$ cat config.mk
export PLATFORM = sky130hd
export DESIGN_NAME = dram_stream_packer_flat
export DESIGN_NICKNAME = d
export VERILOG_FILES = /design/src/rtl/dram_packer_pkg.sv /design/src/rtl/dram_stream_packer_if.sv /design/src/rtl/dram_word_fifo.sv /design/src/rtl/dram_stream_packer.sv /design/src/flat_wrapper.sv
export SDC_FILE = /design/constraint.sdc
export NUM_CORES = 1
export LEC_CHECK = 0
export CAP_MARGIN = 5
export CORE_MARGIN = 4
export CORE_UTILIZATION = 40
export DETAILED_ROUTE_END_ITERATION = 12
export PLACE_DENSITY = 0.68
export SLEW_MARGIN = 10
export SYNTH_ARGS = -nofsm -noshare
export SYNTH_HDL_FRONTEND = slang
export SYNTH_SLANG_ARGS = --single-unit
$ cat constraint.sdc
create_clock -name clk -period 20.5 [get_ports clk]
set_input_delay 4.1 -clock clk [delete_from_list [all_inputs] [get_ports clk]]
set_output_delay 4.1 -clock clk [all_outputs]
set_load 0.05 [all_outputs]
$ cat src/rtl/dram_packer_pkg.sv
// ============================================================================
// Module      : dram_packer_pkg
// Description : Shared lane/PACK helpers and FIFO entry layout for the
//               DRAM stream packer.
// Revision    : 1.0 - initial release
// ============================================================================
`default_nettype none

package dram_packer_pkg;

    localparam int c_defMemIfWidth = 128;
    localparam int c_defAdxWidth   = 27;

    // Number of samples that make up one memory word.
    function automatic int calcPack(input int memIfWidth, input int sampleWidth);
        return memIfWidth / sampleWidth;
    endfunction

    function automatic int laneIdxWidth(input int pack);
        return $clog2(pack);
    endfunction

    typedef struct packed {
        logic [c_defMemIfWidth-1:0] data;
        logic [c_defAdxWidth-1:0]   adx;
        logic                       partial;
    } fifoEntry_t;

endpackage

`default_nettype wire

$ cat src/rtl/dram_stream_packer_if.sv
// ============================================================================
// Module      : dram_stream_packer_if
// Description : Sample-in / memory-word-out bus of the DRAM stream packer.
//               drop_count exists only with DRAM_STREAM_PACKER_STATS_EN.
// Revision    : 1.0 - initial release
// ============================================================================
`default_nettype none

interface dram_stream_packer_if #(
    parameter int SAMPLE_WIDTH = 32,
    parameter int MEM_IF_WIDTH = 128,
    parameter int ADX_WIDTH    = 27
);
    logic                    we;
    logic [SAMPLE_WIDTH-1:0] write_data;
    logic                    flush;
    logic [MEM_IF_WIDTH-1:0] dram_data;
    logic [ADX_WIDTH-1:0]    dram_adx;
    logic                    dram_partial;
    logic                    write_req;
    logic                    write_allowed;
    logic                    overflow;
    logic                    wrapped;
    logic                    busy;
`ifdef DRAM_STREAM_PACKER_STATS_EN
    logic [15:0]             drop_count;
`endif

    modport slave (
        input  we, write_data, flush, write_allowed,
        output dram_data, dram_adx, dram_partial, write_req,
               overflow, wrapped, busy
`ifdef DRAM_STREAM_PACKER_STATS_EN
        , output drop_count
`endif
    );

    modport master (
        output we, write_data, flush, write_allowed,
        input  dram_data, dram_adx, dram_partial, write_req,
               overflow, wrapped, busy
`ifdef DRAM_STREAM_PACKER_STATS_EN
        , input drop_count
`endif
    );
endinterface

`default_nettype wire

$ cat src/rtl/dram_word_fifo.sv
// ============================================================================
// Module      : dram_word_fifo
// Description : Two-entry word FIFO; a push into a full FIFO is accepted only
//               when a pop happens in the same cycle.
// Revision    : 1.0 - initial release
// ============================================================================
`default_nettype none

module dram_word_fifo
    import dram_packer_pkg::*;
#(
    parameter type ENTRY_T = fifoEntry_t
) (
    input  logic   clk,
    input  logic   reset,
    input  logic   push,
    input  logic   pop,
    input  ENTRY_T pushData,
    output logic   full,
    output logic   empty,
    output ENTRY_T head
);
    ENTRY_T     r_mem [2];
    logic       r_wrPtr;
    logic       r_rdPtr;
    logic [1:0] r_count;
    logic       w_doPush;
    logic       w_doPop;

    assign full     = (r_count == 2'd2);
    assign empty    = (r_count == 2'd0);
    assign head     = r_mem[r_rdPtr];
    assign w_doPop  = pop && !empty;
    assign w_doPush = push && (!full || w_doPop);

    always_ff @(posedge clk) begin
        if (reset) begin
            r_wrPtr <= 1'b0;
            r_rdPtr <= 1'b0;
            r_count <= 2'd0;
        end else begin
            if (w_doPush) begin
                r_mem[r_wrPtr] <= pushData;
                r_wrPtr        <= ~r_wrPtr;
            end
            if (w_doPop) begin
                r_rdPtr <= ~r_rdPtr;
            end
            case ({w_doPush, w_doPop})
                2'b10:   r_count <= r_count + 2'd1;
                2'b01:   r_count <= r_count - 2'd1;
                default: r_count <= r_count;
            endcase
        end
    end

endmodule

`default_nettype wire

$ cat src/rtl/dram_stream_packer.sv
// ============================================================================
// Module      : dram_stream_packer
// Description : Packs SAMPLE_WIDTH samples into MEM_IF_WIDTH memory words with
//               sequential addresses. Optional drop counter: define
//               DRAM_STREAM_PACKER_STATS_EN.
// Revision    : 1.0 - initial release
// ============================================================================
`default_nettype none

module dram_stream_packer
    import dram_packer_pkg::*;
#(
    parameter int SAMPLE_WIDTH = 32,
    parameter int MEM_IF_WIDTH = 128,
    parameter int ADX_WIDTH    = 27,
    parameter int ADX_STEP     = 8,
    parameter int ADX_LIMIT    = 2**27
) (
    input  logic                clk,
    input  logic                reset,
    dram_stream_packer_if.slave bus
);
    localparam int c_pack  = calcPack(MEM_IF_WIDTH, SAMPLE_WIDTH);
    localparam int c_laneW = laneIdxWidth(c_pack);
    localparam logic [c_laneW-1:0] c_laneLast = c_laneW'(c_pack - 1);
    localparam logic [ADX_WIDTH:0] c_adxStep  = (ADX_WIDTH+1)'(ADX_STEP);
    localparam logic [ADX_WIDTH:0] c_adxLimit = (ADX_WIDTH+1)'(ADX_LIMIT);

    typedef struct packed {
        logic [MEM_IF_WIDTH-1:0] data;
        logic [ADX_WIDTH-1:0]    adx;
        logic                    partial;
    } entry_t;

    logic [c_laneW-1:0]      r_lane;
    logic [MEM_IF_WIDTH-1:0] r_assembly;
    logic [ADX_WIDTH-1:0]    r_adx;
    logic                    r_overflow;
    logic                    r_wrapped;

    logic [MEM_IF_WIDTH-1:0] w_merged;
    logic [ADX_WIDTH:0]      w_adxNext;
    logic                    w_pushFull;
    logic                    w_pushPartial;
    logic                    w_push;
    logic                    w_pop;
    logic                    w_accept;
    logic                    w_drop;
    logic                    w_full;
    logic                    w_empty;
    entry_t                  w_pushEntry;
    entry_t                  w_head;

    // Unwritten lanes stay zero because the assembly register clears on each push.
    always_comb begin
        w_merged = r_assembly;
        w_merged[r_lane*SAMPLE_WIDTH +: SAMPLE_WIDTH] = bus.write_data;
    end

    assign w_pushFull    = bus.we && (r_lane == c_laneLast);
    assign w_pushPartial = bus.flush && !w_pushFull && (bus.we || (r_lane != '0));
    assign w_push        = w_pushFull || w_pushPartial;
    assign w_pop         = !w_empty && bus.write_allowed;
    assign w_accept      = w_push && (!w_full || w_pop);
    assign w_drop        = w_push && w_full && !w_pop;
    assign w_adxNext     = {1'b0, r_adx} + c_adxStep;

    assign w_pushEntry.data    = bus.we ? w_merged : r_assembly;
    assign w_pushEntry.adx     = r_adx;
    assign w_pushEntry.partial = w_pushPartial;

    always_ff @(posedge clk) begin
        if (reset) begin
            r_lane     <= '0;
            r_assembly <= '0;
        end else if (w_push) begin
            r_lane     <= '0;
            r_assembly <= '0;
        end else if (bus.we) begin
            r_lane     <= r_lane + c_laneW'(1);
            r_assembly <= w_merged;
        end
    end

    always_ff @(posedge clk) begin
        if (reset) begin
            r_adx      <= '0;
            r_overflow <= 1'b0;
            r_wrapped  <= 1'b0;
        end else begin
            if (w_accept) begin
                if (w_adxNext >= c_adxLimit) begin
                    r_adx     <= '0;
                    r_wrapped <= 1'b1;
                end else begin
                    r_adx <= w_adxNext[ADX_WIDTH-1:0];
                end
            end
            if (w_drop) begin
                r_overflow <= 1'b1;
            end
        end
    end

    dram_word_fifo #(
        .ENTRY_T (entry_t)
    ) u_fifo (
        .clk      (clk),
        .reset    (reset),
        .push     (w_push),
        .pop      (w_pop),
        .pushData (w_pushEntry),
        .full     (w_full),
        .empty    (w_empty),
        .head     (w_head)
    );

    // Head is masked while empty so stale storage never reaches the bus.
    assign bus.write_req    = !w_empty;
    assign bus.dram_data    = w_empty ? '0 : w_head.data;
    assign bus.dram_adx     = w_empty ? '0 : w_head.adx;
    assign bus.dram_partial = !w_empty && w_head.partial;
    assign bus.overflow     = r_overflow;
    assign bus.wrapped      = r_wrapped;
    assign bus.busy         = (r_lane != '0) || !w_empty;

`ifdef DRAM_STREAM_PACKER_STATS_EN
    logic [15:0] r_dropCount;

    always_ff @(posedge clk) begin
        if (reset) begin
            r_dropCount <= '0;
        end else if (w_drop && (r_dropCount != 16'hFFFF)) begin
            r_dropCount <= r_dropCount + 16'd1;
        end
    end

    assign bus.drop_count = r_dropCount;
`endif

endmodule

`default_nettype wire

$ cat src/flat_wrapper.sv
// flat-port wrapper written by rule: the top's interface ports become plain ports
module dram_stream_packer_flat import dram_packer_pkg::*;
#(
    parameter int SAMPLE_WIDTH = 32,
    parameter int MEM_IF_WIDTH = 128,
    parameter int ADX_WIDTH    = 27,
    parameter int ADX_STEP     = 8,
    parameter int ADX_LIMIT    = 2**27
)
  (clk, reset, bus_we, bus_write_data, bus_flush, bus_write_allowed, bus_dram_data, bus_dram_adx, bus_dram_partial, bus_write_req, bus_overflow, bus_wrapped, bus_busy);
  dram_stream_packer_if #(.SAMPLE_WIDTH(SAMPLE_WIDTH), .MEM_IF_WIDTH(MEM_IF_WIDTH), .ADX_WIDTH(ADX_WIDTH)) bus_i ();
  input  logic clk;
  input  logic reset;
  input wire logic [$bits(bus_i.we)-1:0] bus_we;
  input wire logic [$bits(bus_i.write_data)-1:0] bus_write_data;
  input wire logic [$bits(bus_i.flush)-1:0] bus_flush;
  input wire logic [$bits(bus_i.write_allowed)-1:0] bus_write_allowed;
  output wire logic [$bits(bus_i.dram_data)-1:0] bus_dram_data;
  output wire logic [$bits(bus_i.dram_adx)-1:0] bus_dram_adx;
  output wire logic [$bits(bus_i.dram_partial)-1:0] bus_dram_partial;
  output wire logic [$bits(bus_i.write_req)-1:0] bus_write_req;
  output wire logic [$bits(bus_i.overflow)-1:0] bus_overflow;
  output wire logic [$bits(bus_i.wrapped)-1:0] bus_wrapped;
  output wire logic [$bits(bus_i.busy)-1:0] bus_busy;
  assign bus_i.we = bus_we;
  assign bus_i.write_data = bus_write_data;
  assign bus_i.flush = bus_flush;
  assign bus_i.write_allowed = bus_write_allowed;
  assign bus_dram_data = bus_i.dram_data;
  assign bus_dram_adx = bus_i.dram_adx;
  assign bus_dram_partial = bus_i.dram_partial;
  assign bus_write_req = bus_i.write_req;
  assign bus_overflow = bus_i.overflow;
  assign bus_wrapped = bus_i.wrapped;
  assign bus_busy = bus_i.busy;
  dram_stream_packer #(.SAMPLE_WIDTH(SAMPLE_WIDTH), .MEM_IF_WIDTH(MEM_IF_WIDTH), .ADX_WIDTH(ADX_WIDTH), .ADX_STEP(ADX_STEP), .ADX_LIMIT(ADX_LIMIT)) u_core (.clk(clk), .reset(reset), .bus(bus_i));
endmodule
Word level (Yosys, flattened, before mapping)
Memory sizes are Yosys's and may differ from the RTL's. A register that Yosys moved wholly into a read port is not among the register bits.
Index checks and enable logic that the tools add are counted.
{"block": "op_classes", "add_sub_neg": 5, "n_lt_le_gt_ge": 1, "n_eq_ne": 4, "shifts": 2, "mux": 11, "bitwise_logic": 2, "reduce_logical": 24}
{"op": "2-to-1 mux 128 bit", "count": 2}
{"op": "bitwise mux 128 bit", "count": 1}
{"op": "variable shift 32 x 34 -> 128 bit, first input constant", "count": 1}
{"op": "indexed part select 32 x 34 -> 128 bit", "count": 1}
{"op": "2-to-1 mux 27 bit", "count": 2}
{"op": "negator 7 -> 34 bit", "count": 1}
{"op": "adder 27 x 4 -> 28 bit, second input constant", "count": 1}
{"op": "greater-or-equal comparator 28 bit, second input constant", "count": 1}
{"op": "logical AND 1 bit", "count": 10}
{"op": "== test 2 bit, second input constant", "count": 3}
{"op": "logical OR 1 bit", "count": 5}
{"op": "2-to-1 mux 1 bit", "count": 5}
{"op": "adder 2 x 1 -> 2 bit, second input constant", "count": 2}
{"op": "logical NOT 1 bit", "count": 4}
{"op": "one-hot mux 2 bit (2 select lines)", "count": 1}
{"op": "nonzero test 2 bit", "count": 2}
{"op": "== test 2 x 1 -> 1 bit, second input constant", "count": 1}
{"op": "logical NOT 2 bit", "count": 1}
{"op": "inverter 1 bit", "count": 2}
{"op": "AND reduction 2 bit", "count": 1}
{"op": "OR reduction 2 bit", "count": 1}
{"op": "subtractor 2 x 1 -> 2 bit, second input constant", "count": 1}
{"block": "word_totals", "register_bits": 163, "mem_bits_rw": 312, "input_bits": 37, "out_inout_bits": 160, "word_cells": 58, "mem_count": 1}
{"memory": "u_core.u_fifo.r_mem", "words": 2, "width": 156, "read_ports": 1, "rd_ports_with_merged_regs": 1, "write_ports": 1, "line_no": "dram_word_fifo.sv:23", "text": "ENTRY_T r_mem [2];"}

Logic depth before layout (Yosys ltp)
Gate-level depths: netlist of run 1.
{"block": "logic_depth", "ltp_word": 10, "depth_mapped": 11}

Cells and area by module
Synthesis of run 1 repeated with hierarchy kept, for this count alone.
{"block": "hier_totals", "hier_cells": 1280, "area_unflattened_um2": 18720.5}
{"mod": "dram_word_fifo", "n_inst": 1, "cells_per_inst": 515, "area_each_um2": 11559.8}
{"mod": "dram_stream_packer", "n_inst": 1, "cells_per_inst": 765, "area_each_um2": 7160.6}

Worst setup path before layout of run 1
Ideal clock, no wire load.
{"block": "synth_timing", "path_type": "input-to-reg", "start": "input bus_we", "end": "memory u_core.u_fifo.r_mem[0][0] in the netlist's numbering (enable)", "arrival_ns": 15.330, "path_slack_ns": 4.317, "cell_stages": 7, "n_path_buf": 3, "path_cell_list": "buf_2 -> o21ai_2 -> a21oi_4 -> inv_2 -> buf_2 -> buf_2 -> nor3_1"}
{"block": "synth_via", "elab_chain_cells": 9, "word_cells_on_any_way": 10}
{"item": "start, declared", "line_no": "flat_wrapper.sv:14", "text": "input wire logic [$bits(bus_i.we)-1:0] bus_we;"}
{"item": "logical AND 1 bit", "line_no": "dram_stream_packer.sv:60", "text": "assign w_pushFull = bus.we && (r_lane == c_laneLast);"}
{"item": "logical NOT 1 bit", "line_no": "dram_stream_packer.sv:61", "text": "assign w_pushPartial = bus.flush && !w_pushFull && (bus.we || (r_lane != '0));"}
{"item": "logical AND 1 bit (2 in series)", "line_no": "dram_stream_packer.sv:61"}
{"item": "logical OR 1 bit *", "line_no": "dram_stream_packer.sv:62", "text": "assign w_push = w_pushFull || w_pushPartial;"}
{"item": "logical AND 1 bit *", "line_no": "dram_word_fifo.sv:34", "text": "assign w_doPush = push && (!full || w_doPop);"}
{"item": "2-to-1 mux 1 bit *", "line_no": "dram_word_fifo.sv:42", "text": "if (w_doPush) begin"}
{"item": "2-to-1 mux 1 bit *", "line_no": "dram_word_fifo.sv:37", "text": "if (reset) begin"}
{"item": "2-to-1 mux 1 bit (not written as such) *", "line_no": "dram_word_fifo.sv:43", "text": "r_mem[r_wrPtr] <= pushData;"}
{"item": "end, declared", "line_no": "dram_word_fifo.sv:23"}
Every way passes the cells marked *; elsewhere a longest branch is shown, timed or not.

==> flow_metrics.tcl, run 1 <==
set metrics [dict create \
    run_status "complete, no violations" \
    seq_area_frac_synth_pct 69.2 \
    clock_tree.buffer_depth 3 \
    tightest_hold_margin_ns 0.510 \
    top_usage_layer "met2" \
    place_hpwl_um 25500 \
    critPathRequiredTime_ns 16.40 \
    clock.fmax_mhz 125 \
    critPathArrivalTime_ns 3.92 \
    synth_common_cells "sky130_fd_sc_hd__edfxtp_1, sky130_fd_sc_hd__nor2_1, sky130_fd_sc_hd__dfxtp_1, sky130_fd_sc_hd__mux2i_1, sky130_fd_sc_hd__nor2b_1" \
    die_area_um2 48300 \
    crit_type "register to output pin" \
    routed_wire_length_per_instance_um 20.3 \
    grt_remaining_overflow 0 \
    cts-resized-gates 0 \
    met2_usage_pct 28.7 \
    worstMarginPinSlew_ns 1.10 \
    setup_viol_count_final 0 \
    clk-insertion-delay-late_ns 0.57 \
    route.detailed.vias_per_inst 5.22 \
    worstSetupStartpointType "register" \
    finalWeightedCongestion 0.780 \
    io_pins 197 \
    cts_stage_hold_buffer_count 0 \
    synth_top_area_cell "sky130_fd_sc_hd__edfxtp_1" \
    postSynth.topFlopCell "sky130_fd_sc_hd__edfxtp_1" \
    cts.htree.levels 2 \
    syn_area_per_cell_um2 13.9 \
    nets 1502 \
    post_route_cells_drive_above_1_share_pct 6.95 \
    vias 10900 \
    fp-row-count 77 \
    die_w_um 220 \
    post_synth_inst_count 1286 \
    globalRouteTotalUtil_pct 17.3 \
    cts_made_buffers 46 \
    groute.layer.met1.usage_pct 23.8 \
    io_buffers 193 \
    grt_pass1_wl_um 65000 \
    post_synth_edffs 306 \
    tns_ns 0 \
    synth.most_common_cell "sky130_fd_sc_hd__edfxtp_1" \
    drc 0 \
    cts-root-buf "sky130_fd_sc_hd__clkbuf_16" \
    pins_over_slew_limit 0 \
    antenna_cells_inserted 0 \
    fin_worst_skew_ns 0.0153 \
    ir_worst_vdd_mv 0.0850 \
    crit_path_end_kind "output pin" \
    power_density_nw_per_um2 132 \
    initial_core_util_pct 40.5 \
    synth-seq-cells 467 \
    clk_transition_reported_paths_ns 0.06 \
    leakage_power_nw 7.18 \
    pin_count_of_the_biggest_net_entering_global_routing 86 \
    finish.instance_area_um2 22000 \
    totalWireLength_um 42400 \
    core_area_um2 44200 \
    synthArstFlopShare_pct 0 \
    netlist_area_um2 17900 \
    placed_cell_area_um2 20400 \
    cts_setup_buffers 0 \
    layout_setup_ws_ns 12.48 \
    synth_cell_types 50 \
    synth.top_cell.area_share_pct 51.3 \
    areaGrowthSynthToFinish_pct 22.5 \
    die_y_um 220 \
    max_cap_violations 0 \
    tritoncts "built" \
    antenna_left 0 \
    place_worst_setup_slack_ns 12.88 \
    finalHoldViolations 0 \
    finalCriticalPeriod_ns 8.02 \
    drtPass1Iterations 5 \
    period_share_pct 39.1 \
    initial_antenna_violation_count 0 \
    first_global_vias 11000 \
    timing.hold.worst.class "register to register" \
    synth_top_cells_by_area "sky130_fd_sc_hd__edfxtp_1, sky130_fd_sc_hd__dfxtp_1, sky130_fd_sc_hd__mux2i_1" \
    finalCoreUtilization_pct 49.6 \
    unrepaired_setup_endpoints_after_global_routing "no" \
    cts_sinks 467 \
    critical_path.max_fanout 43 \
    grt_util_met3_pct 2.84 \
    yosysWarningCount 0 \
    slew_headroom_pct 26.0 \
    drt_iter0_markers 851 \
]
## cell type report
cell class                 count  area (µm²)
tap                          592         741
timing repair buffer         209        2050
multi-input combinational    726        5210
clock inverter                14         163
fill                        3778       22300
inverter                       8        30.0
clock buffer                  72        1340
sequential                   467       12400
## sequential cells by signal (all words and copies together), names as in the netlist, named ones only
signal and flops:
u_core.r_assembly 128, u_core.r_lane 2, u_core.u_fifo.r_count 2, u_core.r_adx 24, u_core.u_fifo.r_wrPtr 1, u_core.u_fifo.r_rdPtr 1
u_core.bus.overflow 1, u_core.u_fifo.r_mem 306, u_core.bus.wrapped 1
## cell usage in the layout, fill, tap and decap left out, types with 12 or more instances in the layout
master,count
sky130_fd_sc_hd__a21oi_1,17
sky130_fd_sc_hd__a22o_1,128
sky130_fd_sc_hd__buf_4,16
sky130_fd_sc_hd__clkbuf_1,18
sky130_fd_sc_hd__clkbuf_16,47
sky130_fd_sc_hd__clkdlybuf4s50_1,193
sky130_fd_sc_hd__dfxtp_1,160
sky130_fd_sc_hd__edfxtp_1,306
sky130_fd_sc_hd__mux2i_1,154
sky130_fd_sc_hd__nor2_1,165
sky130_fd_sc_hd__nor2b_1,130
sky130_fd_sc_hd__or4_1,12
## layer usage
metal,up-vias,wire length (µm)
met5,-,0
met1,5483,18700
met4,0,783
met3,54,2340
met2,291,20500
li1,5081,-
## power by group
part | switching [mW] | internal [mW] | total, mW | leakage (nW)
Clock | 0.342 | 0.489 | 0.830 | 0.738
Sequential | 0.0205 | 1.04 | 1.07 | 4.01
Combinational | 0.704 | 0.306 | 1.01 | 2.43
Total | 1.07 | 1.84 | 2.91 | 7.18
## critical path, stage by stage (launching register included)
cell                              delay [ns]
sky130_fd_sc_hd__dfxtp_4                0.55
sky130_fd_sc_hd__buf_4                  0.67
sky130_fd_sc_hd__buf_4                  0.77
sky130_fd_sc_hd__mux2i_1                0.20
sky130_fd_sc_hd__nor2_1                 0.19
sky130_fd_sc_hd__clkdlybuf4s50_1        0.84
## per-stage QoR
stage / std cells / power [mW]
final: 2088 / 2.91
after global routing: 2088 / 3.02
after CTS: 2088 / 2.94
after detailed placement: 2002 / 2.11
after global placement: 2002 / 2.10
after floorplan: 1288 / 1.77
## cell families after synthesis
kind of cell    count (synthesis)  share of synthesized area (%)
other cells                     1                         0.0209
simple gates                  371                           10.7
xor+xnor                        8                          0.391
mux                           155                           8.66
buf+inv                        95                           2.16
fa+ha+maj                       7                          0.489
flops                         467                           69.2
compound gates                182                           8.33
## worst paths after layout
| kind | start | slack [ns] | cells past startpoint | end |
|---|---|---|---|---|
| max | register | 12.48 | 5 | bus_dram_data[75] |
| min | u_core.bus.wrapped | 0.51 | 1 | u_core.bus.wrapped |
| max reg2reg | u_core.r_lane[0] | 16.61 | 8 | u_core.u_fifo.r_mem[0][76] |
| min reg2reg | u_core.bus.wrapped | 0.51 | 1 | u_core.bus.wrapped |
(Power assumes the default switching activity.)
==> inputs of run 2 (changes only) <==
- PLACE_DENSITY: 0.68 -> 0.7
- clock period: 20.5 -> 6.9 ns (I/O delays scaled with it)
==> flow_metrics.tcl, run 2 (synthesis gave the netlist of run 1 again) <==
set metrics [dict create \
    max_cap_violations 0 \
    cts_stage_hold_buffer_count 0 \
    cts_made_buffers 47 \
    route.detailed.vias_per_inst 5.22 \
    regToRegEndpoint "u_core.u_fifo.r_mem[0][104]" \
    clock_tree.buffer_depth 3 \
    worstSetupStartpointType "register" \
    areaGrowthSynthToFinish_pct 23.1 \
    r2r_start "u_core.r_lane[0]" \
    first_global_vias 10700 \
    io_buffers 193 \
    holdPathStages 2 \
    critical_path.max_fanout 81 \
    initial_core_util_pct 40.5 \
    r2r_setup_slack_ns 3.23 \
    slew_headroom_pct 16.7 \
    totalWireLength_um 41900 \
    power.switching_mw 3.16 \
    clkPwrFrac_pct 29.5 \
    io_pins 197 \
    layout.cells.most_common_list "sky130_fd_sc_hd__edfxtp_1, sky130_fd_sc_hd__clkdlybuf4s50_1, sky130_fd_sc_hd__nor2_1, sky130_fd_sc_hd__dfxtp_1, sky130_fd_sc_hd__mux2i_1" \
    worstMarginPinSlew_ns 1.24 \
    die_y_um 220 \
    vias 10900 \
    antenna_left 0 \
    max_reg_flops 306 \
    run_status "complete, no violations" \
    layout_setup_ws_ns 2.13 \
    critPathBufInv 2 \
    period_share_pct 69.1 \
    largest_registers "u_core.u_fifo.r_mem: 306 flops, u_core.r_assembly: 128 flops, u_core.r_adx: 24 flops" \
    tritoncts "built" \
    place_worst_setup_slack_ns 1.97 \
    fillerInstances 3774 \
    globalRouteTotalUtil_pct 17.0 \
    finalHoldViolations 0 \
    nets 1500 \
    setup_viol_count_final 0 \
    r2r_cells 7 \
    drt_iter0_markers 760 \
    ir_worst_vdd_mv 0.261 \
    clk_transition_reported_paths_ns 0.06 \
    die_w_um 220 \
    internal_power_mw 5.57 \
    clock.fmax_mhz 210 \
    power.sequential.fraction_pct 36.6 \
    power.switching_fraction_pct 36.2 \
    grt_pass1_wl_um 63600 \
    power_density_nw_per_um2 395 \
    cts-resized-gates 0 \
    finalWeightedCongestion 0.780 \
    cts-root-buf "sky130_fd_sc_hd__clkbuf_16" \
    tns_ns 0 \
    crit_path_cell_trace "buf_12, mux2i_1, nor2_1, clkdlybuf4s50_1" \
    routed_wire_length_per_instance_um 20.1 \
    die_area_um2 48300 \
    pin_count_of_the_biggest_net_entering_global_routing 146 \
    biggest_register "u_core.u_fifo.r_mem" \
    critical-path-slowest-cell "sky130_fd_sc_hd__dfxtp_4" \
    timing.hold.worst.class "register to register" \
    leakage_power_nw 7.22 \
    fin_worst_skew_ns 0.0198 \
    critical-path-max-stage-delay_ns 0.88 \
    hold_start "u_core.r_adx[17]" \
    min_to "u_core.r_adx[17]" \
    place_hpwl_um 24400 \
    pins_over_slew_limit 0 \
    crit_type "register to output pin" \
    critPathArrivalTime_ns 3.39 \
    cts_setup_buffers 0 \
    cpLargestDelayFamily "buffers and inverters" \
    cts_sinks 467 \
    most_common_cell_after_layout_fill_and_taps_aside "sky130_fd_sc_hd__edfxtp_1" \
    grt_remaining_overflow 0 \
    critPathRequiredTime_ns 5.52 \
    crit_path_end_kind "output pin" \
    unrepaired_setup_endpoints_after_global_routing "no" \
    finalPower_mw 8.73 \
    fp-row-count 77 \
    drtPass1Iterations 5 \
    clk-insertion-delay-late_ns 0.56 \
    drc 0 \
    initial_antenna_violation_count 0 \
    combPwrFrac_pct 33.9 \
    core_area_um2 44200 \
    finalCriticalPeriod_ns 4.77 \
    post_route_cells_drive_above_1_share_pct 7.30 \
    cts.htree.levels 2 \
]
run 2: cell count changes in the layout (fill, tap and decap cells not counted), moves of 3 or more:
cell                         delta
sky130_fd_sc_hd__clkinv_2       +3
sky130_fd_sc_hd__buf_4          -7
sky130_fd_sc_hd__clkinvlp_4     +3
sky130_fd_sc_hd__clkbuf_1       -9
sky130_fd_sc_hd__buf_12         +4
run 2: per-layer routing:
layer / GRT usage [%] / wire, µm / share of wire, %
met5: 0 / 0 / 0
met2: 28.0 / 20000 / 48
met3: 2.81 / 2140 / 5.1
met4: 5.69 / 1100 / 2.6
met1: 23.1 / 18700 / 45
run 2: worst max-delay path by stage:
stage | slack [ns] | endpoint | from | depth (start not counted)
after floorplan | 0.54 | u_core.u_fifo.r_mem[0][0] | bus_we | 7
after global placement | 2.17 | u_core.r_assembly[103] | bus_we | 6
after detailed placement | 1.97 | u_core.r_assembly[105] | bus_we | 6
after CTS | 2.06 | bus_dram_data[66] | register | 4
after global routing | 2.00 | bus_dram_data[51] | register | 4
final | 2.13 | bus_dram_data[66] | register | 4
run 2: final cells by class:
cell class,instances,area (µm²),share of cell area [%]
diodes,1,2.50,0.0113
clock buffers,67,1380,6.27
clock inverters,19,200,0.907
inverters,8,30.0,0.136
multi-input cells,726,5220,23.6
flip-flops and latches,467,12400,56.3
well taps,592,741,3.36
repair buffers,206,2080,9.42
run 2: power by group through the flow:
stage / clock, mW / combinational, mW / sequential [mW]
floorplan: 0 / 2.04 / 3.20
global placement: 0 / 2.99 / 3.25
detailed placement: 0 / 2.99 / 3.26
CTS: 2.63 / 3.00 / 3.20
global route: 2.75 / 3.11 / 3.21
finish: 2.57 / 2.96 / 3.20
run 2: worst min-delay path: cells and delay by family (launching register included):
family             cells  cell delay, ns
AOI/OAI and AO/OA      2            0.13
DFF                    1            0.34
run 2: through the flow:
step / hold slack (ns) / area (µm²) / utilization, % / std cells
finish: 0.519 / 22100 / 49.9 / 2086
global route: 0.534 / 22100 / 49.9 / 2085
CTS: 0.510 / 22100 / 49.9 / 2085
detailed placement: 0.492 / 20500 / 46.3 / 1999
global placement: 0.488 / 20500 / 46.3 / 1999
floorplan: 0.454 / 17900 / - / 1288
